## src/rtl/adc_bcd_pkg.sv

```systemverilog
// Shared types and defaults for the ADC sample to X.XXX volt BCD path.
// Holds the converter FSM encoding and the default widths and reference.
package adc_bcd_pkg;

  typedef enum logic [1:0] {
    IDLE    = 2'd0,
    SCALE   = 2'd1,
    CONVERT = 2'd2,
    DONE    = 2'd3
  } conv_state_t;

  localparam int ADC_W_DEF   = 12;
  localparam int MV_W_DEF    = 14;
  localparam int VREF_MV_DEF = 5000;
  localparam int BCD_DIGITS  = 4;

endpackage

```

## src/rtl/bin2bcd_seq.sv

```systemverilog
// Iterative double-dabble: one bit of bin_in per cycle, MSB first, MV_W cycles after start.
// bin_in must stay stable while converting; done is high during the last conversion cycle.
module bin2bcd_seq
  import adc_bcd_pkg::*;
#(
  parameter int MV_W = MV_W_DEF
) (
  input  logic                    clk,
  input  logic                    reset_n,
  input  logic                    start,
  input  logic [MV_W-1:0]         bin_in,
  output logic [4*BCD_DIGITS-1:0] bcd_out,
  output logic                    done
);

  localparam int BW = 4 * BCD_DIGITS;
  localparam int IW = $clog2(MV_W);
  localparam logic [IW-1:0] LAST = IW'(MV_W - 1);

  logic [BW-1:0] r_bcd;
  logic [IW-1:0] r_iter;
  logic          r_active;
  logic [BW-1:0] w_adj;
  logic [IW-1:0] w_idx;

  always_comb begin
    w_adj = r_bcd;
    for (int d = 0; d < BCD_DIGITS; d++) begin
      if (r_bcd[4*d +: 4] >= 4'd5) begin
        w_adj[4*d +: 4] = r_bcd[4*d +: 4] + 4'd3;
      end
    end
  end

  // Walk bin_in from its MSB down instead of keeping a shifted copy of it.
  assign w_idx = LAST - r_iter;

  always_ff @(posedge clk or negedge reset_n) begin
    if (!reset_n) begin
      r_bcd    <= '0;
      r_iter   <= '0;
      r_active <= 1'b0;
    end else if (start) begin
      r_bcd    <= '0;
      r_iter   <= '0;
      r_active <= 1'b1;
    end else if (r_active) begin
      r_bcd  <= (w_adj << 1) | BW'(bin_in[w_idx]);
      r_iter <= r_iter + 1'b1;
      if (r_iter == LAST) begin
        r_active <= 1'b0;
      end
    end
  end

  assign bcd_out = r_bcd;
  assign done    = r_active && (r_iter == LAST);

endmodule

```

## src/rtl/adc_bcd_convert.sv

```systemverilog
// ADC code -> millivolts -> four BCD digits; digits and adc_data_ready update 16 cycles after accept.
// No queueing: adc_valid while busy is discarded and flagged on sample_dropped.
module adc_bcd_convert
  import adc_bcd_pkg::*;
#(
  parameter int ADC_W   = ADC_W_DEF,
  parameter int VREF_MV = VREF_MV_DEF,
  parameter int MV_W    = MV_W_DEF
) (
  input  logic             clk,
  input  logic             reset_n,
  input  logic [ADC_W-1:0] adc_data,
  input  logic             adc_valid,
  output logic [3:0]       thousands,
  output logic [3:0]       hundreds,
  output logic [3:0]       tens,
  output logic [3:0]       ones,
  output logic             adc_data_ready,
  output logic             busy,
  output logic             sample_dropped
);

  if (VREF_MV > 9999 || (2 ** MV_W) <= 9999) begin : g_bad_cfg
    $error("adc_bcd_convert: VREF_MV must be <= 9999 and MV_W must hold 9999");
  end

  localparam logic [MV_W-1:0] VREF_V = MV_W'(VREF_MV);

  conv_state_t             r_state;
  logic [ADC_W-1:0]        r_code;
  logic [MV_W-1:0]         r_mv;
  logic [3:0]              r_thou, r_hund, r_tens, r_ones;
  logic                    r_ready;
  logic                    r_drop;
  logic [ADC_W+MV_W-1:0]   w_prod;
  logic [MV_W-1:0]         w_mv;
  logic [4*BCD_DIGITS-1:0] w_bcd;
  logic                    w_done;
  logic                    w_start;

  // Full-width unsigned product, truncated by the shift: result is always below VREF_MV.
  assign w_prod  = {{MV_W{1'b0}}, r_code} * {{ADC_W{1'b0}}, VREF_V};
  assign w_mv    = MV_W'(w_prod >> ADC_W);
  assign w_start = (r_state == SCALE);

  bin2bcd_seq #(.MV_W(MV_W)) u_bin2bcd (
    .clk     (clk),
    .reset_n (reset_n),
    .start   (w_start),
    .bin_in  (r_mv),
    .bcd_out (w_bcd),
    .done    (w_done)
  );

  always_ff @(posedge clk or negedge reset_n) begin
    if (!reset_n) begin
      r_state <= IDLE;
      r_code  <= '0;
      r_mv    <= '0;
      r_thou  <= '0;
      r_hund  <= '0;
      r_tens  <= '0;
      r_ones  <= '0;
      r_ready <= 1'b0;
      r_drop  <= 1'b0;
    end else begin
      r_ready <= 1'b0;
      r_drop  <= adc_valid && (r_state != IDLE);
      case (r_state)
        IDLE: begin
          if (adc_valid) begin
            r_code  <= adc_data;
            r_state <= SCALE;
          end
        end
        SCALE: begin
          r_mv    <= w_mv;
          r_state <= CONVERT;
        end
        CONVERT: begin
          if (w_done) begin
            r_state <= DONE;
          end
        end
        DONE: begin
          r_thou  <= w_bcd[15:12];
          r_hund  <= w_bcd[11:8];
          r_tens  <= w_bcd[7:4];
          r_ones  <= w_bcd[3:0];
          r_ready <= 1'b1;
          r_state <= IDLE;
        end
        default: r_state <= IDLE;
      endcase
    end
  end

  assign thousands      = r_thou;
  assign hundreds       = r_hund;
  assign tens           = r_tens;
  assign ones           = r_ones;
  assign adc_data_ready = r_ready;
  assign sample_dropped = r_drop;
  assign busy           = (r_state != IDLE);

endmodule

```

## config.mk

```make
export PLATFORM = sky130hd
export DESIGN_NAME = adc_bcd_convert
export DESIGN_NICKNAME = d
export VERILOG_FILES = /design/src/rtl/adc_bcd_pkg.sv /design/src/rtl/bin2bcd_seq.sv /design/src/rtl/adc_bcd_convert.sv
export SDC_FILE = /design/constraint.sdc
export NUM_CORES = 1
export LEC_CHECK = 0
export BUFFER_PORTS_ARGS = -buffer_cell sky130_fd_sc_hd__buf_4
export CAP_MARGIN = 20
export CORE_MARGIN = 5
export CORE_UTILIZATION = 25
export CTS_CLUSTER_DIAMETER = 60
export CTS_CLUSTER_SIZE = 30
export DETAILED_ROUTE_END_ITERATION = 8
export HOLD_SLACK_MARGIN = 0.12
export PLACE_DENSITY = 0.45
export REMOVE_ABC_BUFFERS = 1
export SLEW_MARGIN = 25
export SYNTH_ARGS = -nofsm -noshare
export SYNTH_HDL_FRONTEND = slang
export SYNTH_HIERARCHICAL = 1
export SYNTH_SLANG_ARGS = --single-unit
```

## constraint.sdc

```tcl
create_clock -name clk -period 5.6 [get_ports clk]
set_clock_uncertainty 0.2 [all_clocks]
set_input_delay 1.12 -clock clk [delete_from_list [all_inputs] [get_ports clk]]
set_output_delay 1.12 -clock clk [all_outputs]
set_load 0.01 [all_outputs]
```

==> results.toml <==
[run_status]
outcome = "complete, no violations"

[placed_design]
portBuffers = 33
dp_hpwl_mm = 7.655
gp_congestion = 0.7869

[final_layout]
n_antenna_cell = 0
final_nets = 615
areaGrowthSynthToFinish_pct = 16.79
drive_gt1_frac = 0.2055

[routing]
antenna_left = 0
vias_per_cell = 4.246
initialDrtViolationCount = 120
wl_per_cell_um = 12.72
num_vias = 3316
drtPass1Iterations = 4
drc_errors = 0
drt_wl_total_mm = 9.933

[yosys]
syn_avg_cell_area_sq_um = 10.60
ys_warn_count = 6
ys_ff_latch = 66
async_flop_share = 1.000
ys.flop_type = "dfrtp_1"
synth_area_sq_um = 5044
synth_enable_flop_cells = 0
yosysSeqAreaShare = 0.3275
synth_cell_types = 58
synthCells = 476

[worst_setup_path]
crit_type = "register to register"
slowest_delay_ns = 0.54
crit_path_frequent_cell = "inv_1"
worstSetupStartpointType = "register"
slowest_stage = "fa_1"
endpoint_kind = "register"
cp_data_required_time_ns = 5.62
path_cells = "inv_1, fa_1, inv_1, ha_1, inv_1, fa_1, inv_1, ha_1, inv_1, fa_1, inv_1, ha_1, and3_2, o221a_4, o211ai_4, a2111oi_2, o21a_1, o31ai_2"
worstPathMaxFanout = 6
arrival_ns = 4.80

[timing]
grt_setup_unrepaired = "no"
drv_slew = 0
hold_viol_final = 0
clock.fmax_mhz = 209.4
setup_viol = 0
setup_tns_ns = 0
layout_min_cycle_time_ns = 4.776
tightest_slew_ns = 0.9888
post-route-period-util = 0.8529
relSlewSlack = 0.3408

[clock_network]
clockRootBuffer = "clkbuf_16"
cts.reportedPaths.clkPinSlew_ns = 0.06
postCtsHoldBufs = 0
post_cts_buffers = 0
clockBufferDepth = 2
numCtsBuffers = 9
cts_resized = 0
htree_levels = 3
cts_sinks = 66
cts_tree = "yes"
clock_latency_ns = 0.34

[global_routing]
grt_pass1_wl_mm = 17.28
antenna_found_initial = 0
first_global_vias = 3533
grt_usage = 0.09072
grt.overflow.total = 0
grt_max_degree = 67

[floorplanning]
die_y_um = 152.0
row_count = 52
die_area_sq_um = 23110
start_util = 0.2517
ioPinCount = 34
die_w_um = 152.0
core_area_sq_um = 20040

[flow_run]
drv_cap = 0

[min_path]
min_path_type = "register to register"
==> logic make-up after synthesis <==
kind of cell / count (synthesis) / share of synthesized area
buffers and inverters: 99 / 0.07715
AOI/OAI and AO/OA: 74 / 0.1089
and+or+nand+nor: 72 / 0.07418
muxes: 49 / 0.1092
adders and majority gates: 94 / 0.2659
other: 1 / 0.0007435
xor gates and xnor gates: 21 / 0.03647
DFF: 66 / 0.3275
==> state kept, by name, indices dropped and copies added, names as in the netlist, 4 cells and up <==
name               count
r_mv                  13
r_code                12
thousands              4
hundreds               4
u_bin2bcd/bcd_out     16
ones                   4
u_bin2bcd/r_iter       4
tens                   4
==> layout make-up <==
type                       instances  area, sq um
clock buffer                      11        242.7
clock inverter                     5        85.08
fill                            2112        14150
inverter                          84        315.3
multi-input combinational        311         3003
sequential                        66         1652
tap                              270        337.8
timing repair buffer              34        255.2
==> synth_stat cells (3+ instances only) <==
library cell,n,area share
inv_1,84,0.063
ha_1,72,0.18
dfrtp_1,66,0.33
mux2_2,38,0.085
a21oi_1,22,0.022
fa_1,22,0.087
nand2_1,18,0.013
nor2_1,16,0.012
xnor2_1,15,0.026
nand3_1,14,0.014
o21ai_0,14,0.014
mux2i_1,10,0.020
clkbuf_1,9,0.0067
a21o_1,7,0.010
nand2b_1,6,0.0074
xor2_1,6,0.010
nor3_1,3,0.0030
o21a_1,3,0.0045
o21bai_1,3,0.0045
==> metal layers <==
metal | share of wire | track usage
met2 | 0.46 | 0.1480
met4 | 0.013 | 0.02440
met3 | 0.038 | 0.02873
met1 | 0.49 | 0.1166
met5 | 0 | 0
==> cells in the final DEF (no fill, tap or decap), drive strengths merged, types with 2 or more instances in the layout <==
| master | instances |
|---|---|
| buf | 34 |
| xor2 | 6 |
| mux2 | 38 |
| nor2b | 2 |
| nand2 | 18 |
| a21o | 9 |
| mux2i | 10 |
| nand3 | 14 |
| clkbuf | 11 |
| a21oi | 23 |
| ha | 72 |
| and4 | 3 |
| bufinv | 2 |
| nand4 | 2 |
| o211ai | 4 |
| o21a | 3 |
| a211oi | 3 |
| inv | 85 |
| o21ai | 15 |
| a2111oi | 2 |
| o31ai | 2 |
| nor2 | 16 |
| o21bai | 3 |
| and3 | 3 |
| dfrtp | 66 |
| fa | 22 |
| nand2b | 6 |
| o22a | 2 |
| xnor2 | 15 |
| nor3 | 3 |
==> through the flow <==
| stage | hold slack, ns | instance area, sq um | instances | utilization | setup slack [ns] |
|---|---|---|---|---|---|
| final | 0.2783 | 5891 | 781 | 0.2940 | 0.8237 |
| after global routing | 0.3224 | 5891 | 781 | 0.2940 | 0.5953 |
| after CTS | 0.2851 | 5891 | 781 | 0.2940 | 0.7909 |
| after detailed placement | 0.2708 | 5563 | 765 | 0.2776 | 0.8006 |
| after global placement | 0.2633 | 5563 | 765 | 0.2776 | 0.8378 |
| after floorplan | 0.2486 | 4970 | 461 | - | 1.122 |
==> final timing paths <==
path / startpoint / endpoint / slack [ns] / cells after the start
min: r_mv[5] / r_mv[5] / 0.28 / 1
max in group asynchronous: reset_n / r_code[3] / 3.93 / 1
min reg2reg: r_mv[5] / r_mv[5] / 0.28 / 1
max reg2reg: r_code[4] / r_mv[9] / 0.82 / 18
min in group asynchronous: reset_n / ones[3] / 0.70 / 1
max: r_code[4] / r_mv[9] / 0.82 / 18
==> critical path, delay by kind of cell, from the launching register on <==
kind | cells | cell delay (ns)
buffers and inverters | 6 | 0.36
DFF | 1 | 0.41
and+or+nand+nor | 1 | 0.22
adders and majority gates | 6 | 2.47
AOI/OAI and AO/OA | 5 | 0.99
Power is left out: the tool's default activity adds up to more than one toggle a clock period on the data nets, which glitch-free logic cannot reach.
